<file path="config.mk">
export PLATFORM = sky130hd
export DESIGN_NAME = mem_arbiter
export DESIGN_NICKNAME = d
export VERILOG_FILES = /design/src/rtl/mem_arb_pkg.sv /design/src/rtl/mem_arbiter_rr_pick.sv /design/src/rtl/mem_arbiter.sv
export SDC_FILE = /design/constraint.sdc
export NUM_CORES = 1
export LEC_CHECK = 0
export ABC_AREA = 1
export CAP_MARGIN = 5
export CELL_PAD_IN_SITES_DETAIL_PLACEMENT = 1
export CELL_PAD_IN_SITES_GLOBAL_PLACEMENT = 2
export CORE_MARGIN = 2
export CORE_UTILIZATION = 19
export DETAILED_ROUTE_END_ITERATION = 16
export HOLD_SLACK_MARGIN = 0.08
export MAX_ROUTING_LAYER = met4
export PLACE_DENSITY_LB_ADDON = 0.1
export SLEW_MARGIN = 20
export SYNTH_ARGS = -nofsm -noshare
export SYNTH_HDL_FRONTEND = slang
export SYNTH_HIERARCHICAL = 1
export SYNTH_SLANG_ARGS = --single-unit
export TNS_END_PERCENT = 1
</file>
<file path="constraint.sdc">
create_clock -name i_clk -period 7.3 [get_ports i_clk]
set_clock_uncertainty 0.15 [all_clocks]
set_input_delay 1.46 -clock i_clk [delete_from_list [all_inputs] [get_ports i_clk]]
set_output_delay 1.46 -clock i_clk [all_outputs]
set_load 0.05 [all_outputs]
</file>
<file path="src/rtl/mem_arb_pkg.sv">
// Shared definitions for the memory arbiter: FSM state encodings, mask width,
// and a helper that sizes the round-robin pointer.
package mem_arb_pkg;

    localparam int MASK_W = 4;

    typedef enum logic [1:0] {
        ST_IDLE  = 2'd0,
        ST_ISSUE = 2'd1,
        ST_WAIT  = 2'd2
    } state_t;

    // Pointer/index width; a single requester still needs one bit.
    function automatic int ptr_width(input int n);
        return (n > 1) ? $clog2(n) : 1;
    endfunction

endpackage

</file>
<file path="src/rtl/mem_arbiter_rr_pick.sv">
// rr_pick: combinational round-robin selector. Returns the first asserted
// request at or after i_ptr (wrapping), as a one-hot grant plus its index.
module rr_pick
    import mem_arb_pkg::*;
#(
    parameter int N  = 3,
    parameter int PW = 2
) (
    input  logic [N-1:0]  i_req,
    input  logic [PW-1:0] i_ptr,
    output logic [N-1:0]  o_grant,
    output logic [PW-1:0] o_idx,
    output logic          o_any
);

    // Scan the N candidates starting at the pointer; first hit wins.
    always_comb begin
        int w_cand;
        logic [PW-1:0] w_c;
        o_grant = '0;
        o_idx   = '0;
        o_any   = 1'b0;
        w_cand  = 0;
        w_c     = '0;
        for (int off = 0; off < N; off++) begin
            w_cand = int'(i_ptr) + off;
            if (w_cand >= N) begin
                w_cand = w_cand - N;
            end
            w_c = PW'(w_cand);
            if (!o_any && i_req[w_c]) begin
                o_any      = 1'b1;
                o_idx      = w_c;
                o_grant[w_c] = 1'b1;
            end
        end
    end

endmodule

</file>
<file path="src/rtl/mem_arbiter.sv">
// mem_arbiter: shares one blocking memory port between NUM_REQ requesters.
// A request is accepted in IDLE, issued to memory in ISSUE with a valid/ready
// handshake, and its response is awaited in WAIT; the grant is held for the
// whole access. Responses return one-hot the cycle after i_mem_rvalid.
// Optional macro MEM_ARB_PRIO0_EN: requester 0 wins whenever valid in IDLE,
// without moving the round-robin pointer.
//
// Handshakes: a request transfers on a cycle where i_req_valid[k] and
// o_req_ready[k] are both 1 (o_req_ready only in IDLE); a memory request
// transfers on a cycle where o_mem_valid and i_mem_ready are both 1; the
// response is a single-cycle i_mem_rvalid pulse, sampled only in WAIT.
module mem_arbiter
    import mem_arb_pkg::*;
#(
    parameter int NUM_REQ = 3,
    parameter int AW      = 32,
    parameter int DW      = 32,
    localparam int PW     = ptr_width(NUM_REQ)
) (
    input  logic                      i_clk,
    input  logic                      i_rst,
    input  logic [NUM_REQ-1:0]        i_req_valid,
    input  logic [NUM_REQ*AW-1:0]     i_req_addr,
    input  logic [NUM_REQ-1:0]        i_req_wen,
    input  logic [NUM_REQ*DW-1:0]     i_req_wdata,
    input  logic [NUM_REQ*MASK_W-1:0] i_req_mask,
    output logic [NUM_REQ-1:0]        o_req_ready,
    output logic [NUM_REQ-1:0]        o_rsp_valid,
    output logic [DW-1:0]             o_rsp_rdata,
    output logic                      o_mem_valid,
    output logic [AW-1:0]             o_mem_addr,
    output logic                      o_mem_ren,
    output logic                      o_mem_wen,
    output logic [DW-1:0]             o_mem_wdata,
    output logic [MASK_W-1:0]         o_mem_mask,
    input  logic                      i_mem_ready,
    input  logic                      i_mem_rvalid,
    input  logic [DW-1:0]             i_mem_rdata,
    output logic [1:0]                o_dbg_state,
    output logic [PW-1:0]             o_dbg_ptr
);

    state_t              r_state;
    state_t              w_state_nxt;
    logic [PW-1:0]       r_ptr;
    logic [PW-1:0]       r_id;
    logic [AW-3:0]       r_addr;
    logic                r_wen;
    logic [DW-1:0]       r_wdata;
    logic [MASK_W-1:0]   r_mask;
    logic [NUM_REQ-1:0]  r_rsp_valid;
    logic [DW-1:0]       r_rsp_rdata;

    logic [NUM_REQ-1:0]  w_rr_grant;
    logic [PW-1:0]       w_rr_idx;
    logic                w_rr_any;
    logic [NUM_REQ-1:0]  w_win_grant;
    logic [PW-1:0]       w_win_idx;
    logic                w_win_any;
    logic                w_ptr_upd;
    logic [PW-1:0]       w_ptr_nxt;
    logic                w_accept;
    logic                w_mem_valid;
    logic [NUM_REQ-1:0]  w_id_onehot;

    rr_pick #(
        .N  (NUM_REQ),
        .PW (PW)
    ) u_rr_pick (
        .i_req   (i_req_valid),
        .i_ptr   (r_ptr),
        .o_grant (w_rr_grant),
        .o_idx   (w_rr_idx),
        .o_any   (w_rr_any)
    );

`ifdef MEM_ARB_PRIO0_EN
    // Requester 0 overrides round-robin and leaves the pointer untouched.
    always_comb begin
        w_win_grant = w_rr_grant;
        w_win_idx   = w_rr_idx;
        w_win_any   = w_rr_any;
        w_ptr_upd   = 1'b1;
        if (i_req_valid[0]) begin
            w_win_grant = NUM_REQ'(1);
            w_win_idx   = '0;
            w_win_any   = 1'b1;
            w_ptr_upd   = 1'b0;
        end
    end
`else
    // Pure round-robin over all requesters.
    always_comb begin
        w_win_grant = w_rr_grant;
        w_win_idx   = w_rr_idx;
        w_win_any   = w_rr_any;
        w_ptr_upd   = 1'b1;
    end
`endif

    // Pointer moves to the requester after the winner, wrapping at NUM_REQ.
    always_comb begin
        w_ptr_nxt = '0;
        if (w_win_idx != PW'(NUM_REQ - 1)) begin
            w_ptr_nxt = w_win_idx + PW'(1);
        end
    end

    assign w_accept    = (r_state == ST_IDLE) && w_win_any && !i_rst;
    assign w_mem_valid = (r_state == ST_ISSUE);
    assign w_id_onehot = NUM_REQ'(1) << r_id;

    // Next-state logic: accept -> issue -> wait for response -> idle.
    always_comb begin
        w_state_nxt = r_state;
        case (r_state)
            ST_IDLE:  if (w_accept)     w_state_nxt = ST_ISSUE;
            ST_ISSUE: if (i_mem_ready)  w_state_nxt = ST_WAIT;
            ST_WAIT:  if (i_mem_rvalid) w_state_nxt = ST_IDLE;
            default:                    w_state_nxt = ST_IDLE;
        endcase
    end

    // State register; reset aborts any access in flight.
    always_ff @(posedge i_clk) begin
        if (i_rst) begin
            r_state <= ST_IDLE;
        end else begin
            r_state <= w_state_nxt;
        end
    end

    // Latch the winner's request fields and advance the pointer on accept.
    always_ff @(posedge i_clk) begin
        if (i_rst) begin
            r_ptr   <= '0;
            r_id    <= '0;
            r_addr  <= '0;
            r_wen   <= 1'b0;
            r_wdata <= '0;
            r_mask  <= '0;
        end else if (w_accept) begin
            r_id    <= w_win_idx;
            r_addr  <= i_req_addr[w_win_idx*AW + 2 +: AW-2];
            r_wen   <= i_req_wen[w_win_idx];
            r_wdata <= i_req_wdata[w_win_idx*DW +: DW];
            r_mask  <= i_req_mask[w_win_idx*MASK_W +: MASK_W];
            if (w_ptr_upd) begin
                r_ptr <= w_ptr_nxt;
            end
        end
    end

    // Capture the memory response and present it one-hot for one cycle.
    always_ff @(posedge i_clk) begin
        if (i_rst) begin
            r_rsp_valid <= '0;
            r_rsp_rdata <= '0;
        end else begin
            r_rsp_valid <= '0;
            if ((r_state == ST_WAIT) && i_mem_rvalid) begin
                r_rsp_valid <= w_id_onehot;
                r_rsp_rdata <= i_mem_rdata;
            end
        end
    end

    assign o_req_ready = w_accept ? w_win_grant : '0;
    assign o_rsp_valid = r_rsp_valid;
    assign o_rsp_rdata = r_rsp_rdata;
    assign o_mem_valid = w_mem_valid;
    assign o_mem_addr  = {r_addr, 2'b00};
    assign o_mem_ren   = w_mem_valid & ~r_wen;
    assign o_mem_wen   = w_mem_valid & r_wen;
    assign o_mem_wdata = r_wdata;
    assign o_mem_mask  = r_mask;
    assign o_dbg_state = r_state;
    assign o_dbg_ptr   = r_ptr;

endmodule

</file>
Word level (Yosys, flattened, before mapping)
Index checks and enable logic that the tools add are counted.
- word-level logic and storage cells: 88
- output and inout port bits: 113
- input bits: 246
- bits in registers: 108
- bitwise operators: 6
- add/subtract/negate cells: 7
- reduce and logical (&&, ||, !) cells: 14
- shift operators: 4
- equality and inequality tests: 6
- order comparisons: 10
- multiplexer cells: 32
- operators by type and width (cell ; count):
    96-bit by 8-bit indexed part select with 32-bit output ; 1
    96-bit by 9-bit indexed part select with 30-bit output ; 1
    2-bit 2-to-1 mux ; 10
    2-bit by 3-bit less-than comparator with 1-bit output, second input constant ; 4
    3-bit 2-to-1 mux ; 4
    12-bit by 5-bit indexed part select with 4-bit output ; 1
    1-bit 2-to-1 mux ; 10
    7-bit by 2-bit adder with 8-bit output, second input constant ; 1
    1-bit binary-select mux with 2-bit select ; 4
    1-bit logical AND ; 8
    2-bit inequality test, second input constant ; 4
    1-bit demux with 2-bit select ; 3
    2-bit by 1-bit greater-or-equal comparator with 1-bit output, second input constant ; 3
    3-bit by 2-bit greater-or-equal comparator with 1-bit output, second input constant ; 2
    3-bit bitwise OR ; 2
    2-bit one-hot mux with 3 select lines ; 1
    2-bit by 1-bit subtractor with 2-bit output, second input constant ; 2
    2-bit by 1-bit adder with 3-bit output, second input constant ; 1
    2-bit by 2-bit adder with 3-bit output, second input constant ; 1
    1-bit logical NOT ; 3
    3-bit AND reduction ; 1
    1-bit by 2-bit << shifter with 3-bit output, first input constant ; 1
    2-bit by 1-bit adder with 2-bit output, second input constant ; 1
    1-bit bitwise AND ; 2
    7 further kinds ; 8

Longest topological paths before layout
- depth in word-level cells: 15
- gate-level depth with buffers: 20
- depth with buffers taken out: 18

Modules after synthesis
The synthesis kept the hierarchy.
- by module, submodules not included (module ; area each (um^2) ; instances ; cells each):
    mem_arbiter ; 5495.3 ; 1 ; 838
    rr_pick ; 332.8 ; 1 ; 64

Least setup slack after synthesis
Ideal clock, no wire load.
- path type: input -> output
- from: input i_req_valid[2]
- to: output o_req_ready[0]
- cell stages on the path: 11
- data arrival time: 3.236 ns
- slack: 2.454 ns
- path buffers: 2
- data required time: 5.690 ns
- path through: inv_1 > o21ai_1 > nand2_4 > nand2_2 > or2_1 > inv_2 > nor2_8 > nand2_2 > buf_6 > buf_2 > nor2_1
- cells in the longest elaborated chain, start to end: 12
- elaborated cells on any way between the ends: 21
- those cells by class: mux: 13; bitwise: 2; reduce/logical: 6
- ends and longest elaborated chain (element ; RTL line ; text):
    start: declaration ; mem_arbiter.sv:22 ; input logic [NUM_REQ-1:0] i_req_valid,
    1-bit binary-select mux with 2-bit select ; mem_arbiter_rr_pick.sv:31 ; if (!o_any && i_req[w_c]) begin
    1-bit 2-to-1 mux (not written as such) ; mem_arbiter_rr_pick.sv:31 ;
    1-bit 2-to-1 mux ; mem_arbiter_rr_pick.sv:31 ;
    1-bit logical NOT ; mem_arbiter_rr_pick.sv:31 ;
    1-bit logical AND ; mem_arbiter_rr_pick.sv:31 ;
    1-bit 2-to-1 mux ; mem_arbiter_rr_pick.sv:31 ;
    1-bit logical NOT ; mem_arbiter_rr_pick.sv:31 ;
    1-bit logical AND ; mem_arbiter_rr_pick.sv:31 ;
    1-bit 2-to-1 mux * ; mem_arbiter_rr_pick.sv:31 ;
    net w_rr_any ; mem_arbiter.sv:56 ; logic w_rr_any;
    1-bit logical AND * (2 in a row) ; mem_arbiter.sv:109 ; assign w_accept = (r_state == ST_IDLE) && w_win_any && !i_rst;
    3-bit 2-to-1 mux * ; mem_arbiter.sv:168 ; assign o_req_ready = w_accept ? w_win_grant : '0;
    end: declaration ; mem_arbiter.sv:27 ; output logic [NUM_REQ-1:0] o_req_ready,
The timed path passes the listed nets; every way through them passes the cells marked *. The select of a mux whose other input is x is not followed.

Worst setup path after layout
- from: input i_req_valid[2]
- to: output o_req_ready[1]
The elaborated chain is that of the path after synthesis.

==> run metrics <==
iteration count of the initial detailed-routing pass=5; post-synthesis compound-gate area fraction=between 10 and 15%; count of unique library cells instantiated by Yosys=29; final routed wirelength across all metal layers=27.5 mm; number of synthesized flops with an enable pin=0; CTS Sinks=108; antenna viol nets, final=0; Routability Congestion=0.753; clock slew at the register clock pins of the worst setup and hold paths=0.09 ns; Adder-Cell Fraction of Synth Area=less than 1%; main combinational cell family by area after synthesis=simple AND/OR/NAND/NOR gates; half-perimeter wire length after detailed placement=roughly 19 mm; number of storage elements in the synthesis netlist=108; worst-path cell with the longest stage delay=sky130_fd_sc_hd__clkdlybuf4s50_1; most frequent standard cell in the layout excluding fill and tap cells=sky130_fd_sc_hd__clkdlybuf4s50_1; Data required, critical path=5.69 ns; synthesized area divided by synthesized cell count=6.46 um2; global route overflow=0; antenna violations before repair=2; Resized Gates After CTS=0; Static Leakage=4.23 nW; ordered list of cells on the worst path=clkdlybuf4s50_1, inv_1, o21ai_1, nand2_4, nand2_2, or2_1, inv_2, nor2_8, nand2_4, nor2_1, clkdlybuf4s50_1; final hold vios=0; maximum count of clock buffers along a single path=2; Crit path arrival time=about 4.2 ns; worst hold path depth=2; vias after detailed routing=between 6000 and 7000; Critical Path Sink Type=primary output; sequential cell area fraction in the yosys report=37.1%; wire length of the first global-routing pass=40.6 mm; VDD IR-drop max=262 uV; number of max-capacitance violations reported=0; share of layout cells above drive strength 1=under 10%; worst-margin pin slew=0.883 ns; NumNets Final=1458; Primary FF master, synth=sky130_fd_sc_hd__dfxtp_1; cts-stage hold buffer count=0; mux contribution to synthesized area=0%; initial standard-cell utilization of the core=19.2%; Synthesis Warnings=6; slew margin rel.=between 40% and 50%; WS Path Type=in2out; maximum frequency from static timing analysis=173 MHz; number of buffers created by CTS=9; number of global-route vias before repair=6998; Final Critical Period=5.77 ns; share of the clock period used by the worst path=79.1%; HP Class=reg2reg; maximum number of pins on one net before global-route repair=68; netlist area before placement=between 5000 and 6000 um2; xor/xnor cell area share of the yosys netlist=0%; Startpoint Class=primary input; Max FO, Critical Path=27; area share of and/or/nand/nor cells after synthesis=34.6%; commonest cells after routing, fill and taps aside=sky130_fd_sc_hd__clkdlybuf4s50_1 (350), sky130_fd_sc_hd__nand2_1 (285), sky130_fd_sc_hd__nand3_1 (119); Mapped Cells=902; RSZ-0062 raised after global routing=false; ports placed on the boundary=359; Design Power=4.68 mW; # Post-CTS Setup Buffers=0; placeable core region=30400 um2; Max Transition Viols Final=0; area share of the largest cell type after synthesis=37.1%; length in cells of the worst reg-to-reg path=18; Async S/R FF share, synth=0%; Final Worst Setup Slack=1.53 ns; Total Die Area=roughly 32000 um2; outcome=complete, no violations; Setup TNS=0 ns; Die Ht=179 um; post-detailed-route via-to-cell ratio=4.29; worst-skew pair later-pin latency=0.35 ns; Pwr per Cell Area=475 nW/um2; # rows=64; mean routed wirelength per cell=17.0 um; leading cell types by total area after synthesis=sky130_fd_sc_hd__dfxtp_1 (37%), sky130_fd_sc_hd__nand2_1 (18%), sky130_fd_sc_hd__nand3_1 (10%), sky130_fd_sc_hd__a21oi_1 (9.7%), sky130_fd_sc_hd__inv_1 (6.8%); number of DRC violations after detailed-routing iteration 0=229; growth of design area from synthesis to finish=69.1%; H-tree levels=3; library cell used as clock root buffer=sky130_fd_sc_hd__clkbuf_16; setup-violating endpoint count in the final report=0; post-route DRC violation count=0; cell accounting for the most synthesized area=sky130_fd_sc_hd__dfxtp_1; Post-Place Setup Slack=1.49 ns; stage delay of the slowest cell on the critical path=approximately 0.8 ns; PortBufs=350; overall routing resource usage=17.0%; Die W=179 um; clock tree from TritonCTS=built
==> power by group <==
group / internal (mW) / switching (mW) / leakage (nW) / total (mW)
Sequential: 0.787 / 0.107 / 0.886 / 0.894
Combinational: 0.977 / 2.28 / 3.19 / 3.26
Clock: 0.248 / 0.282 / 0.151 / 0.530
==> kinds of logic after synthesis <==
kind of cell / after synthesis
other cells: 1
compound gates: 154
simple gates: 457
fa+ha+maj: 4
flops: 108
buf+inv: 178
==> state kept, by name, summed over array words and instances, names as in the netlist <==
register,cells
o_dbg_ptr,2
o_dbg_state,2
o_mem_mask,4
o_mem_wdata,32
o_rsp_rdata,32
o_rsp_valid,3
r_addr,30
r_id,2
r_wen,1
==> Yosys cell counts (3+ instances only) <==
cell type,count
sky130_fd_sc_hd__inv_1,105
sky130_fd_sc_hd__nor2_1,9
sky130_fd_sc_hd__a21oi_1,113
sky130_fd_sc_hd__dfxtp_1,108
sky130_fd_sc_hd__nand2_1,285
sky130_fd_sc_hd__buf_1,3
sky130_fd_sc_hd__buf_4,11
sky130_fd_sc_hd__nand4_1,26
sky130_fd_sc_hd__nand3_1,120
sky130_fd_sc_hd__buf_6,7
sky130_fd_sc_hd__buf_2,34
sky130_fd_sc_hd__ha_1,4
sky130_fd_sc_hd__clkbuf_1,10
sky130_fd_sc_hd__o21ai_1,4
sky130_fd_sc_hd__inv_2,8
sky130_fd_sc_hd__o21ai_0,34
sky130_fd_sc_hd__nand2_2,5
==> metal layers <==
metal	wire (um)	share of wire (%)	global-route usage (%)	vias to the layer above
li1	-	-	-	3494
met1	12000	44	20.5	3195
met2	12900	47	27.7	200
met3	2310	8.4	5.73	16
met4	303	1.1	3.33	0
met5	0	0	-	-
==> stage by stage <==
stage | utilization (%) | hold slack, ns | instances | instance area, um2
final | 32.4 | 0.300 | 1611 | 9860
after floorplan | - | 0.272 | 903 | 5830
after detailed placement | 31.4 | 0.290 | 1593 | 9540
after global placement | 31.4 | 0.281 | 1593 | 9540
after CTS | 32.4 | 0.305 | 1609 | 9850
after global routing | 32.4 | 0.315 | 1611 | 9860
==> cell type report <==
cell class | count | area [um2]
clock inverter | 7 | 86.3
multi-input combinational | 617 | 2890
inverter | 113 | 425
fill | 3726 | 20600
tap | 396 | 495
clock buffer | 9 | 225
sequential | 108 | 2160
antenna | 2 | 5.00
timing repair buffer | 359 | 3570
==> path summary, 6_finish.rpt <==
kind	startpoint	to	slack, ns
max	i_req_valid[2]	o_req_ready[1]	1.53
min	o_rsp_rdata[13]$_SDFFE_PP0P_	o_rsp_rdata[13]$_SDFFE_PP0P_	0.30
max reg2reg	o_dbg_ptr[0]$_SDFFE_PP0P_	o_mem_wdata[30]$_SDFFE_PP0P_	3.33
min reg2reg	o_rsp_rdata[13]$_SDFFE_PP0P_	o_rsp_rdata[13]$_SDFFE_PP0P_	0.30
==> critical path: cells and delay by family <==
kind            cells  cell delay (ns)
simple gates        6             1.01
buf+inv             4             1.47
compound gates      1             0.22
No activity file was read; power rests on OpenSTA's default activity.
